===== src/rtl/ifetch_sequencer_if.sv =====
// ---------------------------------------------------------------------------
// ifetch_sequencer_if
//   Bundles the instruction-ROM bus, the execute redirect port and the
//   decode valid/ready handshake of the instruction-fetch sequencer.
//
//   Signals:
//     fetch_en        1   fetching allowed
//     imem_address   32   ROM byte address (driven by the sequencer)
//     imem_readdata  32   ROM word at imem_address, same cycle
//     redirect_valid  1   one-cycle flush/restart pulse from execute
//     redirect_pc    32   restart address
//     instr_valid     1   instruction available to decode
//     instr_ready     1   decode accepts the head instruction
//     instr_data     32   head instruction word (0 when empty)
//     instr_pc       32   PC of the head instruction (0 when empty)
//     fetch_misalign  1   sticky misaligned-redirect flag
//
//   Modports:
//     master  - the fetch sequencer
//     slave   - the surrounding core / ROM / decode side
// ---------------------------------------------------------------------------
interface ifetch_sequencer_if;
    logic        fetch_en;
    logic [31:0] imem_address;
    logic [31:0] imem_readdata;
    logic        redirect_valid;
    logic [31:0] redirect_pc;
    logic        instr_valid;
    logic        instr_ready;
    logic [31:0] instr_data;
    logic [31:0] instr_pc;
    logic        fetch_misalign;

    modport master (
        input  fetch_en,
        input  imem_readdata,
        input  redirect_valid,
        input  redirect_pc,
        input  instr_ready,
        output imem_address,
        output instr_valid,
        output instr_data,
        output instr_pc,
        output fetch_misalign
    );

    modport slave (
        output fetch_en,
        output imem_readdata,
        output redirect_valid,
        output redirect_pc,
        output instr_ready,
        input  imem_address,
        input  instr_valid,
        input  instr_data,
        input  instr_pc,
        input  fetch_misalign
    );
endinterface


===== src/rtl/ifetch_sequencer.sv =====
// ---------------------------------------------------------------------------
// ifetch_sequencer
//   Instruction-fetch controller for a Harvard instruction ROM with a
//   combinational 32-bit read port. Owns the fetch PC, drives the ROM
//   address from the PC register, captures {pc, word} into a small prefetch
//   FIFO and hands instructions to decode over valid/ready. Execute can
//   flush and restart fetch with a one-cycle redirect pulse.
//
//   Parameters:
//     RESET_PC    PC loaded on reset (word aligned)
//     FIFO_DEPTH  prefetch entries (power of two, >= 2)
//
//   Ports:
//     clk    in  rising-edge clock
//     rst_n  in  asynchronous active-low reset
//     bus    ifetch_sequencer_if.master (ROM bus, redirect, decode handshake)
//
//   Build option:
//     IFETCH_ALIGN_CHECK_EN  when defined, a redirect to a non word-aligned
//                            address flushes, parks the sequencer in ERR and
//                            sets the sticky fetch_misalign flag; otherwise
//                            the low two address bits are silently cleared.
// ---------------------------------------------------------------------------
module ifetch_sequencer #(
    parameter logic [31:0] RESET_PC   = 32'h0000_0000,
    parameter int          FIFO_DEPTH = 2
) (
    input  logic              clk,
    input  logic              rst_n,
    ifetch_sequencer_if.master bus
);

    localparam int PTR_W = $clog2(FIFO_DEPTH);
    localparam int CNT_W = PTR_W + 1;
    localparam logic [CNT_W-1:0] DEPTH_C = CNT_W'(FIFO_DEPTH);

    typedef enum logic [1:0] {
        IDLE,
        FETCH,
        STALL
`ifdef IFETCH_ALIGN_CHECK_EN
        , ERR
`endif
    } state_t;

    state_t             state_q, state_d;
    logic [31:0]        pc_q, pc_d;
    logic [PTR_W-1:0]   wr_ptr_q, wr_ptr_d;
    logic [PTR_W-1:0]   rd_ptr_q, rd_ptr_d;
    logic [CNT_W-1:0]   count_q, count_d;
    logic [31:0]        fifo_pc_q   [FIFO_DEPTH];
    logic [31:0]        fifo_data_q [FIFO_DEPTH];

    logic               redirect_take;
    logic               pop;
    logic               push;
    logic               fifo_full;
    logic               instr_valid;

`ifdef IFETCH_ALIGN_CHECK_EN
    logic               misalign_q, misalign_d;
    logic               redirect_bad;

    // Redirects are ignored once parked in ERR.
    assign redirect_take = bus.redirect_valid && (state_q != ERR);
    assign redirect_bad  = bus.redirect_pc[1:0] != 2'b00;
    assign bus.fetch_misalign = misalign_q;
`else
    assign redirect_take = bus.redirect_valid;
    assign bus.fetch_misalign = 1'b0;
`endif

    assign fifo_full   = (count_q == DEPTH_C);
    assign instr_valid = (count_q != '0);
    assign pop         = instr_valid && bus.instr_ready;

    // A full FIFO can still accept a word when decode drains one the same cycle.
    assign push = (state_q == FETCH) && bus.fetch_en && !redirect_take &&
                  (!fifo_full || pop);

    assign bus.imem_address = pc_q;
    assign bus.instr_valid  = instr_valid;
    assign bus.instr_data   = instr_valid ? fifo_data_q[rd_ptr_q] : 32'h0;
    assign bus.instr_pc     = instr_valid ? fifo_pc_q[rd_ptr_q]   : 32'h0;

    // Next-state logic: FSM transitions, FIFO bookkeeping, then redirect
    // overriding everything because it has the highest priority.
    always_comb begin
        state_d  = state_q;
        pc_d     = pc_q;
        wr_ptr_d = wr_ptr_q;
        rd_ptr_d = rd_ptr_q;
        count_d  = count_q;
`ifdef IFETCH_ALIGN_CHECK_EN
        misalign_d = misalign_q;
`endif

        case (state_q)
            IDLE:    if (bus.fetch_en) state_d = FETCH;
            FETCH: begin
                if (!bus.fetch_en)          state_d = IDLE;
                else if (fifo_full && !pop) state_d = STALL;
            end
            STALL:   if (pop) state_d = FETCH;
`ifdef IFETCH_ALIGN_CHECK_EN
            ERR:     state_d = ERR;
`endif
            default: state_d = IDLE;
        endcase

        if (push) begin
            wr_ptr_d = wr_ptr_q + PTR_W'(1);
            pc_d     = pc_q + 32'd4;
        end
        if (pop) begin
            rd_ptr_d = rd_ptr_q + PTR_W'(1);
        end
        case ({push, pop})
            2'b10:   count_d = count_q + CNT_W'(1);
            2'b01:   count_d = count_q - CNT_W'(1);
            default: count_d = count_q;
        endcase

        // A coincident pop has already been seen by decode; the rest is dropped.
        if (redirect_take) begin
            wr_ptr_d = '0;
            rd_ptr_d = '0;
            count_d  = '0;
            pc_d     = bus.redirect_pc & 32'hFFFF_FFFC;
            state_d  = bus.fetch_en ? FETCH : IDLE;
`ifdef IFETCH_ALIGN_CHECK_EN
            if (redirect_bad) begin
                pc_d       = bus.redirect_pc;
                state_d    = ERR;
                misalign_d = 1'b1;
            end
`endif
        end
    end

    // Control registers.
    always_ff @(posedge clk or negedge rst_n) begin
        if (!rst_n) begin
            state_q  <= IDLE;
            pc_q     <= RESET_PC;
            wr_ptr_q <= '0;
            rd_ptr_q <= '0;
            count_q  <= '0;
        end else begin
            state_q  <= state_d;
            pc_q     <= pc_d;
            wr_ptr_q <= wr_ptr_d;
            rd_ptr_q <= rd_ptr_d;
            count_q  <= count_d;
        end
    end

`ifdef IFETCH_ALIGN_CHECK_EN
    // Sticky misalignment flag, cleared only by reset.
    always_ff @(posedge clk or negedge rst_n) begin
        if (!rst_n) misalign_q <= 1'b0;
        else        misalign_q <= misalign_d;
    end
`endif

    // Prefetch storage: each entry holds the word and the PC it came from.
    always_ff @(posedge clk or negedge rst_n) begin
        if (!rst_n) begin
            for (int i = 0; i < FIFO_DEPTH; i++) begin
                fifo_pc_q[i]   <= 32'h0;
                fifo_data_q[i] <= 32'h0;
            end
        end else if (push) begin
            fifo_pc_q[wr_ptr_q]   <= pc_q;
            fifo_data_q[wr_ptr_q] <= bus.imem_readdata;
        end
    end

endmodule


===== src/flat_wrapper.sv =====
// flat-port wrapper written by rule: the top's interface ports become plain ports
module ifetch_sequencer_flat 
#(
    parameter logic [31:0] RESET_PC   = 32'h0000_0000,
    parameter int          FIFO_DEPTH = 2
)
  (clk, rst_n, bus_fetch_en, bus_imem_readdata, bus_redirect_valid, bus_redirect_pc, bus_instr_ready, bus_imem_address, bus_instr_valid, bus_instr_data, bus_instr_pc, bus_fetch_misalign);
  ifetch_sequencer_if bus_i ();
  input  logic clk;
  input  logic rst_n;
  input wire logic [$bits(bus_i.fetch_en)-1:0] bus_fetch_en;
  input wire logic [$bits(bus_i.imem_readdata)-1:0] bus_imem_readdata;
  input wire logic [$bits(bus_i.redirect_valid)-1:0] bus_redirect_valid;
  input wire logic [$bits(bus_i.redirect_pc)-1:0] bus_redirect_pc;
  input wire logic [$bits(bus_i.instr_ready)-1:0] bus_instr_ready;
  output wire logic [$bits(bus_i.imem_address)-1:0] bus_imem_address;
  output wire logic [$bits(bus_i.instr_valid)-1:0] bus_instr_valid;
  output wire logic [$bits(bus_i.instr_data)-1:0] bus_instr_data;
  output wire logic [$bits(bus_i.instr_pc)-1:0] bus_instr_pc;
  output wire logic [$bits(bus_i.fetch_misalign)-1:0] bus_fetch_misalign;
  assign bus_i.fetch_en = bus_fetch_en;
  assign bus_i.imem_readdata = bus_imem_readdata;
  assign bus_i.redirect_valid = bus_redirect_valid;
  assign bus_i.redirect_pc = bus_redirect_pc;
  assign bus_i.instr_ready = bus_instr_ready;
  assign bus_imem_address = bus_i.imem_address;
  assign bus_instr_valid = bus_i.instr_valid;
  assign bus_instr_data = bus_i.instr_data;
  assign bus_instr_pc = bus_i.instr_pc;
  assign bus_fetch_misalign = bus_i.fetch_misalign;
  ifetch_sequencer #(.RESET_PC(RESET_PC), .FIFO_DEPTH(FIFO_DEPTH)) u_core (.clk(clk), .rst_n(rst_n), .bus(bus_i));
endmodule

===== config.mk =====
export PLATFORM = sky130hd
export DESIGN_NAME = ifetch_sequencer_flat
export DESIGN_NICKNAME = d
export VERILOG_FILES = /design/src/rtl/ifetch_sequencer_if.sv /design/src/rtl/ifetch_sequencer.sv /design/src/flat_wrapper.sv
export SDC_FILE = /design/constraint.sdc
export NUM_CORES = 1
export LEC_CHECK = 0
export CORE_MARGIN = 4
export CORE_UTILIZATION = 46
export CTS_CLUSTER_DIAMETER = 200
export DETAILED_ROUTE_END_ITERATION = 12
export GPL_ROUTABILITY_DRIVEN = 0
export GPL_TIMING_DRIVEN = 1
export PLACE_DENSITY = 0.87
export SLEW_MARGIN = 20
export SYNTH_ARGS = -nofsm -noshare
export SYNTH_HDL_FRONTEND = slang
export SYNTH_SLANG_ARGS = --single-unit

===== constraint.sdc =====
create_clock -name clk -period 2 [get_ports clk]
set_input_delay 0.3 -clock clk [delete_from_list [all_inputs] [get_ports clk]]
set_output_delay 0.3 -clock clk [all_outputs]
set_load 0.05 [all_outputs]

==> results.toml, run 1 <==
[yosys]
ys_ff_latch = 160
synth_edf_count = 0
synthXorXnorAreaFrac = 0.0230
ys.flop_type = "dfrtp_1"
synthAdderAreaFrac = 0.00164
synth_mux_area_frac = 0.267
postSynthCellCount = 640
ys_warn_count = 0
seq_area_frac_synth = 0.525
synthSimpleGateAreaFrac = 0.112
syn_area_mm2 = 0.00762
yosysTopAreaCell = "dfrtp_1"
synth_top_family_by_area = "multiplexers"
synthTopCellsByArea = "dfrtp_1, mux2_2, mux2i_1"
avgSynthCellArea_um2 = 11.9
synth_compound_gate_area_share = 0.0358
synth-async-reset-ratio = 1.00
netlist.area_leader.share = 0.525
ys_types = 48

[clock_network]
cts-root-buf = "clkbuf_16"
clk_latency_ns = 0.41
cts_tree = "done"
clockBufferDepth = 2
cts_inserted_buffers = 17
path_clk_slew_ns = 0.06
cts.sink_count = 160
cts_htree_levels = 4

[sta]
rsz0062_at_grt = "yes"
hold_viol = 0
min_period_over_period = 0.998
finalSetupTns_ns = 0
fin_crit_ns = 2.00
setup_viol = 0
clock_skew_ns = 0.0108
tightest_slew_ns = 0.515
fmax_mhz = 501
final_max_slew_viol_count = 0
relSlewSlack = 0.656

[setup_path]
crit_chain = "buf_12 -> mux2i_1 -> nor2_4 -> buf_6"
crit_family = "flip-flops"
arrival_ns = 1.70
cpPeakStageDelay_ns = 0.49
worstSetupEndpointType = "output pin"
critPathBufInv = 2
required_ns = 1.70
critPathLaunchType = "flop"
crit_fanout = 24
crit_type = "flop to output pin"
cp_slowest_cell = "dfrtp_4"

[min_path]
hold_class = "input port to flop"

[finish]
layout_common_cells = "dfrtp_1, mux2_2, clkdlybuf4s50_1, buf_6, mux2i_1"
layout_commonest_cell = "dfrtp_1"
area_growth_pct = 43.6
final_nets = 911
layout-drive-gt1-share = 0.450

[floorplanning]
die_x_um = 137
initial_core_util = 0.475
ios = 167
dieHeight_um = 137
core_mm2 = 0.0161
rows = 46
dieArea_mm2 = 0.0187

[global_route]
antenna_found_initial = 0
grt_pass1_wl_mm = 30.4
grt_pass1_vias = 5985
grt.total_usage = 0.208
grt_max_degree = 56
overflow = 0

[routing]
wire_per_inst_um = 18.6
drt-total-wl_mm = 19.9
ant_nets = 0
drt-vias-per-instance = 5.38
drc = 0
vias = 5759
first_pass_iters = 4
drt_iter0_drc = 284

[placed_design]
dp_hpwl_mm = 12.9
io_buffers = 159

[flow_run]
drv_cap = 0

[outcome]
outcome = "finished clean"

[power_and_ir_drop]
power_density_mw_per_mm2 = 930
ir_drop_mv = 0.621
p_leak_nw = 4.62
finalPower_w = 0.0102
-- stage by stage --
stage | cell area, um2 | hold slack, ns | setup slack (ns) | std cells | utilization
CTS | 10600 | 0.109 | 0.00339 | 1067 | 0.658
global placement | 9780 | 0.234 | -0.178 | 1022 | 0.609
detailed placement | 9780 | 0.233 | -0.203 | 1022 | 0.609
global route | 10900 | 0.136 | -0.0465 | 1070 | 0.682
finish | 10900 | 0.124 | 0.00331 | 1071 | 0.682
floorplan | 7820 | 0.00441 | -0.0189 | 644 | -
-- report_power, final --
group	total (W)	switching [W]	internal, W
sequential	0.00445	0.000469	0.00398
combinational	0.00267	0.00139	0.00128
clock	0.00306	0.00125	0.00180
total	0.0102	0.00312	0.00706
-- sequential cells by signal, indices dropped and copies added (netlist names) --
| signal | cells |
|---|---|
| u_core.rd_ptr_q | 1 |
| u_core.count_q | 2 |
| u_core.fifo_pc_q | 60 |
| u_core.wr_ptr_q | 1 |
| u_core.state_q | 2 |
| u_core.fifo_data_q | 64 |
| u_core.bus.imem_address | 30 |
-- cells in the mapped netlist (2+ instances only) --
cell type and n:
dfrtp_1 160, mux2_2 125, nor2_1 77, mux2i_1 63, nand2_1 38, o21ai_0 21
clkbuf_1 17, nand3_1 15, xor2_1 13, nand4_1 12, buf_2 8, nor3_1 8
buf_4 7, inv_1 7, xnor2_1 7, buf_6 6, a31oi_1 4, buf_1 4
o211ai_1 4, or4_1 4, and3_1 3, o31ai_1 3, a21oi_1 2, and2_1 2
and4_1 2, nor2_2 2, nor2b_1 2, nor4_1 2, o41ai_1 2, or3_1 2
-- worst reg2reg max path, delay by kind of cell, from the launching register on --
family                 cells  cell delay, ns
buffers and inverters      2            0.34
DFF                        1            0.40
muxes                      1            0.36
and+or+nand+nor            3            0.68
-- metal layers --
metal	up-vias	wire length, um	track usage
met5	-	0	0
met4	0	242	0.0761
met3	17	1050	0.0401
met2	167	10300	0.351
met1	2926	8390	0.268
li1	2649	-	-
-- what timing repair did --
item	in CTS	in global routing
gates resized for setup	46	83
endpoints found under the hold margin	35	0
pin swaps	1	7
cloned	4	3
hold buffers	1	0
setup buffers	8	2
endpoints found under the setup margin	78	68
-- layout make-up --
type	instances	area, um2
Timing Repair Buffer	220	2410
Fill cell	1117	5110
Inverter	7	26.3
Tap cell	216	270
Antenna cell	1	2.50
Clock buffer	22	474
Sequential cell	160	4030
Clock inverter	10	86.3
Multi-Input combinational cell	435	3650
-- cells by family (layout without fill, tap and decap cells) --
logic type / Yosys count / after routing
muxes: 188 / 188
DFF: 160 / 160
other: 1 / 6
AOI/OAI and AO/OA: 43 / 43
buffers and inverters: 49 / 259
adders and majority gates: 1 / 1
and+or+nand+nor: 178 / 178
xor gates and xnor gates: 20 / 20
-- worst paths after layout --
path | start | end | slack, ns | cells after the start
min | bus_redirect_valid | u_core.wr_ptr_q | 0.12 | 2
max | u_core.rd_ptr_q | bus_instr_data[18] | 0.003 | 4
min in group asynchronous | rst_n | u_core.fifo_pc_q[45] | 0.37 | 2
min reg2reg | u_core.fifo_pc_q[34] | u_core.fifo_pc_q[34] | 0.50 | 1
max reg2reg | u_core.state_q[1] | u_core.fifo_data_q[12] | 0.09 | 6
max in group asynchronous | rst_n | u_core.bus.imem_address[23] | 0.90 | 3
(Power assumes the default switching activity.)
==> run 2: changes to the inputs <==
RECOVER_POWER = 50   (was default)
SETUP_SLACK_MARGIN = 0.5   (was default)
==> run 2 against run 1 <==
Effect of this change: the run now ends with setup timing left; count of clock-buffer cells in the layout shrank 1; die area unchanged; critical path depth is 6 higher; cell count is 8.7% higher; sequential power up 11%; power increased by 26%; combinational power increased by 56%; critical path type is now input port to flop; critical endpoint is now u_core.fifo_data_q[11]; highest routed layer unchanged.
==> results.toml, run 2 (same netlist as run 1, synthesis figures left out) <==
[finish]
layout-drive-gt1-share = 0.648
layout_commonest_cell = "dfrtp_1"
final_nets = 1005
max_flop_register = "u_core.fifo_data_q"
diodes = 0
largest_reg_flops = 64
layout_common_cells = "dfrtp_1, mux2_4, buf_6, nor2_4, clkdlybuf4s50_1"
multi_input_area_mm2 = 0.00533
final.fill_count = 536
regArea_mm2 = 0.00405
final_core_util = 0.890
area_growth_pct = 87.4

[sta]
relSlewSlack = 0.195
clock_skew_ns = 0.0168
min_period_over_period = 1.09
tightest_slew_ns = 1.21
hold-worst-slack_ns = 0.448
final_max_slew_viol_count = 0
finalSetupTns_ns = -17.69
rsz0062_at_grt = "yes"
finalWorstSetupSlack_ns = -0.181
hold_viol = 0
fmax_mhz = 458
fin_crit_ns = 2.18
setup_viol = 205

[power_and_ir_drop]
power_frac_seq = 0.384
switchingPower_w = 0.00424
finalPower_w = 0.0129
p_clk_frac = 0.291
p_leak_nw = 5.87
combPwrFrac = 0.325
switching_share = 0.330
ir_drop_mv = 0.780
internal_power_w = 0.00861
power_density_mw_per_mm2 = 899

[flow_run]
drv_cap = 0

[setup_path]
required_ns = 2.31
crit_fanout = 8
worstSetupEndpointType = "flop"
r2r_cells = 10
arrival_ns = 2.49
crit_end = "u_core.fifo_data_q[11]"
r2r_setup_slack_ns = -0.17
critPathLaunchType = "input port"
r2r_end = "u_core.fifo_data_q[11]"
r2r-start = "u_core.count_q[0]"
crit_type = "input port to flop"
crit_path_start = "bus_instr_ready"

[clock_network]
cts.sink_count = 160
clockBufferDepth = 2
path_clk_slew_ns = 0.07
clk_latency_ns = 0.44
cts-root-buf = "clkbuf_16"
cts_htree_levels = 4
cts_tree = "done"
cts_inserted_buffers = 17

[global_route]
overflow = 0
grt_max_degree = 48
grt_pass1_wl_mm = 42.5
grt_pass1_vias = 7219
antenna_found_initial = 0
grt.total_usage = 0.301

[floorplanning]
rows = 46
initial_core_util = 0.475
dieHeight_um = 137
ios = 167
die_x_um = 137
core_mm2 = 0.0161
dieArea_mm2 = 0.0187

[routing]
wire_per_inst_um = 27.4
first_pass_iters = 5
drt-total-wl_mm = 31.9
ant_nets = 0
drt_iter0_drc = 647
drt-vias-per-instance = 6.06
vias = 7054
drc = 0

[outcome]
violations = "setup timing"
outcome = "complete, but fails checks"

[placed_design]
pre_cts_ws_ns = -0.253
dp_hpwl_mm = 15.1
io_buffers = 159

[min_path]
hold_class = "input port to flop"
-- run 2: changes by cell type in the layout (fill, tap and decap cells not counted), sizes merged --
cell,previous run,this run
buf,123,239
dlygate4sd2,25,0
clkbuf,25,30
bufinv,1,5
clkinv,6,2
dlymetal6s2s,3,0
diode,1,0
inv,7,8
-- run 2: worst min-delay path by stage --
stage	end	slack [ns]	cells after the start	start
after detailed placement	u_core.fifo_data_q[8]	0.27	1	rst_n
after floorplan	u_core.bus.imem_address[10]	0.004	0	rst_n
after global routing	u_core.bus.imem_address[20]	0.44	3	bus_redirect_pc[20]
final	u_core.bus.imem_address[23]	0.45	3	bus_redirect_pc[23]
after global placement	u_core.fifo_data_q[40]	0.26	1	rst_n
after CTS	u_core.fifo_data_q[14]	0.40	2	rst_n
-- run 2: timing repair --
action	in CTS	in global routing
gates resized for setup	366	141
buffers inserted	65	18
setup endpoints to repair	244	241
hold buffers	1	0
pin swaps	35	27
gates cloned	9	4
hold endpoints to repair	43	0
-- run 2: worst max-delay path, cell delays in order --
cell and delay, ns:
clkdlybuf4s50_1 0.59, nor3b_4 0.38, buf_6 0.18, nor3_4 0.05
and2_4 0.19, buf_6 0.12, buf_12 0.12, buf_12 0.12
buf_16 0.14, mux2_4 0.30
-- run 2: area by class of cell --
type | count | area share
Clock buffer | 21 | 0.0329
Clock inverter | 11 | 0.0140
Inverter | 7 | 0.00210
Multi-Input combinational cell | 435 | 0.373
Sequential cell | 160 | 0.283
Tap cell | 216 | 0.0189
Timing Repair Buffer | 314 | 0.276
-- run 2: per-layer routing --
layer / track usage / part of all wire / vias up
met2: 0.528 / 0.51 / 484
li1: - / - / 2858
met4: 0.0929 / 0.053 / 0
met5: 0 / 0 / -
met3: 0.0721 / 0.076 / 140
met1: 0.367 / 0.36 / 3572
-- run 2: power groups by stage --
stage	combinational [W]	sequential [W]	clock, W
finish	0.00417	0.00494	0.00374
floorplan	0.00211	0.00458	0
global route	0.00431	0.00497	0.00391
global placement	0.00306	0.00449	0
CTS	0.00375	0.00472	0.00372
detailed placement	0.00316	0.00455	0
-- run 2: metrics by stage --
step / cell area, um2 / std cells
finish: 14300 / 1164
global route: 14300 / 1164
CTS: 13400 / 1142
detailed placement: 11000 / 1035
global placement: 11000 / 1035
floorplan: 8780 / 644
==> run 3: changes to the inputs <==
CORE_UTILIZATION = 51   (was 46)
PLACE_DENSITY = 0.9   (was 0.87)
clock period = 2.2 ns   (was 2 ns; I/O delays follow)
==> run 3 against run 2 <==
Effect of this change: the run now ends clean; count of clock-buffer cells in the layout down 2; first-iteration DRC count up 3.6%; power down 14%; flip-flop and latch count unchanged; design area down 9.2%; utilization down 0.096 points; critical path type is now flop to output pin; highest routed layer unchanged.
==> results.toml, run 3 (same netlist as run 1, synthesis figures left out) <==
[placed_design]
io_buffers = 159
placedInstanceArea_mm2 = 0.0105
pre_cts_ws_ns = -0.0300
place_inst = 985
dp_hpwl_mm = 14.2

[global_route]
met3_usage = 0.0954
grt_pass1_wl_mm = 43.3
grt_pass1_vias = 7299
overflow = 0
met2_usage = 0.592
grtUsageMet1 = 0.401
antenna_found_initial = 0
grt.total_usage = 0.342
busiest_layer = "met2"
grt_max_degree = 70

[routing]
drt_iter0_drc = 670
drt-vias-per-instance = 6.37
drt-total-wl_mm = 32.1
wire_per_inst_um = 29.3
first_pass_iters = 5
drc = 0
ant_nets = 0
vias = 6971

[min_path]
whs_path_depth = 4
whs_endpoint = "u_core.bus.imem_address[24]"
hold_class = "input port to flop"
min_from = "bus_redirect_valid"

[clock_network]
cts_inserted_buffers = 17
clockBufferDepth = 2
cts_htree_levels = 4
path_clk_slew_ns = 0.06
cts-root-buf = "clkbuf_16"
clk_latency_ns = 0.45
cts_tree = "done"
cts.sink_count = 160

[finish]
layout-drive-gt1-share = 0.574
layout_commonest_cell = "dfrtp_1"
diodes = 0
fin_area_mm2 = 0.0130
finalNonFillerCells = 1095
largest_reg_flops = 64
max_flop_register = "u_core.fifo_data_q"
final_nets = 968
layout_common_cells = "dfrtp_1, mux2_4, buf_4, nor2_4, clkdlybuf4s50_1"
final.fill_count = 564
area_growth_pct = 70.1

[setup_path]
crit_fanout = 9
required_ns = 1.87
r2r-start = "u_core.count_q[0]"
path_common_cell = "buf_4"
worstSetupEndpointType = "output pin"
arrival_ns = 1.84
r2r_setup_slack_ns = 0.10
r2r_end = "u_core.wr_ptr_q"
critPathLaunchType = "flop"
crit_chain = "buf_4 -> buf_12 -> mux2i_2 -> nor2_4 -> buf_4"
cpPeakStageDelay_ns = 0.55
crit_type = "flop to output pin"
r2r_cells = 9
cp_slowest_cell = "dfrtp_4"

[floorplanning]
initial_core_util = 0.523
ios = 167
die_x_um = 130
rows = 44
dieArea_mm2 = 0.0170
dieHeight_um = 130
core_mm2 = 0.0146

[sta]
setup_viol = 0
min_period_over_period = 0.989
relSlewSlack = 0.298
fmax_mhz = 460
finalWorstSetupSlack_ns = 0.0252
fin_crit_ns = 2.17
hold_viol = 0
finalSetupTns_ns = 0
clock_skew_ns = 0.0112
tightest_slew_ns = 1.05
final_max_slew_viol_count = 0
rsz0062_at_grt = "yes"

[flow_run]
drv_cap = 0

[power_and_ir_drop]
finalPower_w = 0.0110
ir_drop_mv = 0.860
p_leak_nw = 5.40
power_density_mw_per_mm2 = 847

[outcome]
outcome = "finished clean"
run 3: cell types whose count changed in the layout (fill, tap and decap cells not counted), moves of 5 or more:
cell      previous run  this run
mux2i_4             50        21
buf_16              12        17
buf_4               58        77
mux2i_2             11        30
o21ai_1             19        13
buf_8               29        14
dfrtp_1            128       135
mux2i_1              2        12
buf_12              44        24
clkbuf_1             1        37
buf_6               93        37
dfrtp_2             31        24
run 3: cell type report:
cell class                 instances  area, um2  area share
clock buffer                      19        443      0.0342
multi-input combinational        435       5000       0.386
clock inverter                    13        164      0.0126
tap                              184        230      0.0178
timing repair buffer             277       3060       0.236
inverter                           7       31.3     0.00241
sequential                       160       4040       0.311
run 3: layer usage:
| layer | share of wire | routed length, um | vias to the layer above |
|---|---|---|---|
| met5 | 0 | 0 | - |
| met4 | 0.049 | 1580 | 0 |
| met3 | 0.084 | 2700 | 139 |
| met2 | 0.51 | 16400 | 513 |
| met1 | 0.35 | 11400 | 3539 |
| li1 | - | - | 2780 |
run 3: through the flow:
step	hold slack (ns)	util
4_1_cts	0.345	0.879
3_3_place_gp	0.250	0.723
3_5_place_dp	0.260	0.723
2_1_floorplan	0.0344	-
6_report	0.420	0.889
5_1_grt	0.417	0.889
run 3: how the worst max path moves through the flow:
stage / cells after the start / startpoint / slack [ns] / to
after floorplan: 6 / u_core.bus.imem_address[14] / 0.27 / u_core.bus.imem_address[29]
after global placement: 6 / bus_fetch_en / 0.005 / u_core.fifo_pc_q[26]
after detailed placement: 7 / bus_fetch_en / -0.03 / u_core.bus.imem_address[16]
after CTS: 5 / u_core.rd_ptr_q / 0.12 / bus_instr_pc[30]
after global routing: 4 / u_core.rd_ptr_q / 0.0002 / bus_instr_data[11]
final: 5 / u_core.rd_ptr_q / 0.03 / bus_instr_pc[12]
run 3: repair_timing:
action / CTS / global route
gates resized for setup: 251 / 117
endpoints found under the setup margin: 240 / 233
hold buffers: 1 / 0
endpoints found under the hold margin: 35 / 0
pin swaps: 32 / 32
buffers inserted: 52 / 7
cloned: 18 / 0
run 3: critical path, delay by kind of cell, from the launching register on:
family	cells	cell delay, ns
flops	1	0.55
simple gates	1	0.05
mux	1	0.28
buf+inv	3	0.51
run 3: power breakdown:
part	leakage, nW	switching, W	total [W]	internal [W]
combinational	3.17	0.00165	0.00342	0.00177
sequential	1.94	0.000775	0.00440	0.00362
clock	0.282	0.00136	0.00318	0.00182
==> RTL change, RTL diff (settings of run 3) <==
Encoding of `state_t`: now one-hot (3 bits for 3 states).
--- a/src/rtl/ifetch_sequencer.sv
+++ b/src/rtl/ifetch_sequencer.sv
@@ -36,6 +36,6 @@
 
-    typedef enum logic [1:0] {
-        IDLE,
-        FETCH,
-        STALL
+    typedef enum logic [2:0] {
+        IDLE  = 3'b001,
+        FETCH = 3'b010,
+        STALL = 3'b100
 `ifdef IFETCH_ALIGN_CHECK_EN
Check against the original RTL: no difference found for any inputs over 4 cycles, from zero or initial values and one cycle with rst_n low; so few cycles prove little.
==> RTL change against run 3 <==
Final cell count increased by 2.2%. Core utilization decreased by 3.0 points. Setup slack got worse by 0.013 ns. Wire length decreased by 2.3%. Combinational power increased by 2%. Synthesized area increased by 5.3%. Design area increased by 1.5%. Sequential cell count increased by 1. Global-route usage decreased by 5.6 points. Critical path depth increased by 2. Power increased by 1.8%. Largest power group unchanged.
==> RTL change: results <==
[critical_path]
rrSetupSlack_ns = 0.01
reg2reg_from = "u_core.state_q[0]"
r2r_cells = 7
rr_endpoint = "u_core.fifo_data_q[7]"
crit_end = "u_core.fifo_data_q[7]"
crit_type = "reg2reg"
path_max_fanout = 6
cp.arrival_ns = 2.50

[place]
io_buffer_count = 159
place_area_sq_um = 10400
dp_hpwl_mm = 14.4
place_ws_ns = -0.130

[grt]
grt_pass1_vias = 6860
grt_pass1_wl_mm = 39.2
grt.total_usage = 0.286
antenna_found_initial = 1
grt_start_max_net_pins = 57

[synth]
synth_compound_area_frac = 0.0271
synthTopCellsByArea = "dfrtp_1 (50%), mux2_4 (11%), mux2_2 (8.8%)"
synth_commonest_cells = "dfrtp_1 (160), nor2_1 (71), mux2_2 (63), mux2i_1 (63), mux2_4 (60)"
synthArstFlopShare = 1.00
synthXorXnorAreaFrac = 0.0305
synth_mux_area_frac = 0.286
yosysSeqAreaShare = 0.502
synthAdderAreaFrac = 0.00156
ys_types = 49
netlist.area_leader.share = 0.499

[route]
avgRoutedWirePerCell_um = 28.0
viasPerCell = 6.13
drtIter0Drc = 468

[clocking]
clk_pin_slew_ns = 0.07
h-tree-depth = 4
cts_buffers = 17

[layout]
drive_gt1_frac = 0.565
n_antenna_cell = 0
top_register = "u_core.fifo_data_q"
final_nets = 966

[worst_hold_path]
hold_depth = 2
hold_path_end = "u_core.state_q[1]"
hold_start = "bus_fetch_en"

[power_and_ir_drop]
peakVddDrop_v = 0.000638
swShare = 0.340
p_seq_mw = 4.63
cellPowerDensity_nw_per_um2 = 850
clock_power_mw = 3.07
p_leak_nw = 5.34

[timing]
finalCriticalPeriod_ns = 2.19
fin_skew_ns = 0.0107
relSlewSlack = 0.0358

[status]
run_status = "completed"
-- RTL change: cell count changes after synthesis, moves of 4 or more --
cell | run 3 | this run
xor2_1 | 13 | 19
nor2_1 | 77 | 71
clkbuf_1 | 17 | 21
mux2_2 | 125 | 63
mux2_1 | 0 | 5
o21ai_0 | 21 | 29
mux2_4 | 0 | 60
nand2_1 | 38 | 33
-- RTL change: stage by stage --
step / cells / setup TNS (ns) / hold WS [ns]
after floorplan: 661 / 0 / 0.0344
after global placement: 1020 / -10.92 / 0.309
after detailed placement: 1020 / -12.05 / 0.323
after CTS: 1091 / 0 / 0.325
after global routing: 1119 / -0.0152 / 0.375
final: 1119 / 0 / 0.369
-- RTL change: worst max-delay path, cell delays in order, from the launching register on --
cell	delay [ns]
dfstp_1	0.42
and4bb_4	0.44
nand2_8	0.09
nor3b_4	0.36
buf_12	0.20
buf_12	0.12
buf_16	0.13
mux2_4	0.30
-- RTL change: final cells by class --
type,count,area [sq um]
Clock buffer,26,519
Clock inverter,5,75.1
Timing Repair Buffer,263,3170
Multi-Input combinational cell,448,5030
Fill cell,646,2150
Inverter,5,21.3
Tap cell,211,264
Sequential cell,161,4070
-- RTL change: routing by layer --
layer / share of wire / GRT usage / wire, um / vias to the layer above
met1: 0.36 / 0.351 / 11200 / 3495
met2: 0.52 / 0.481 / 16200 / 426
met4: 0.053 / 0.111 / 1660 / 2
met5: 0.00051 / 0 / 16 / -
li1: - / - / - / 2801
met3: 0.072 / 0.0827 / 2250 / 131
-- RTL change: timing repair --
action | 4_1_cts | 5_1_grt
hold buffers | 1 | 0
gates cloned | 13 | 7
buffers inserted | 26 | 21
endpoints found under the setup margin | 248 | 228
pin swaps | 5 | 37
gates resized for setup | 191 | 242
endpoints found under the hold margin | 53 | 0
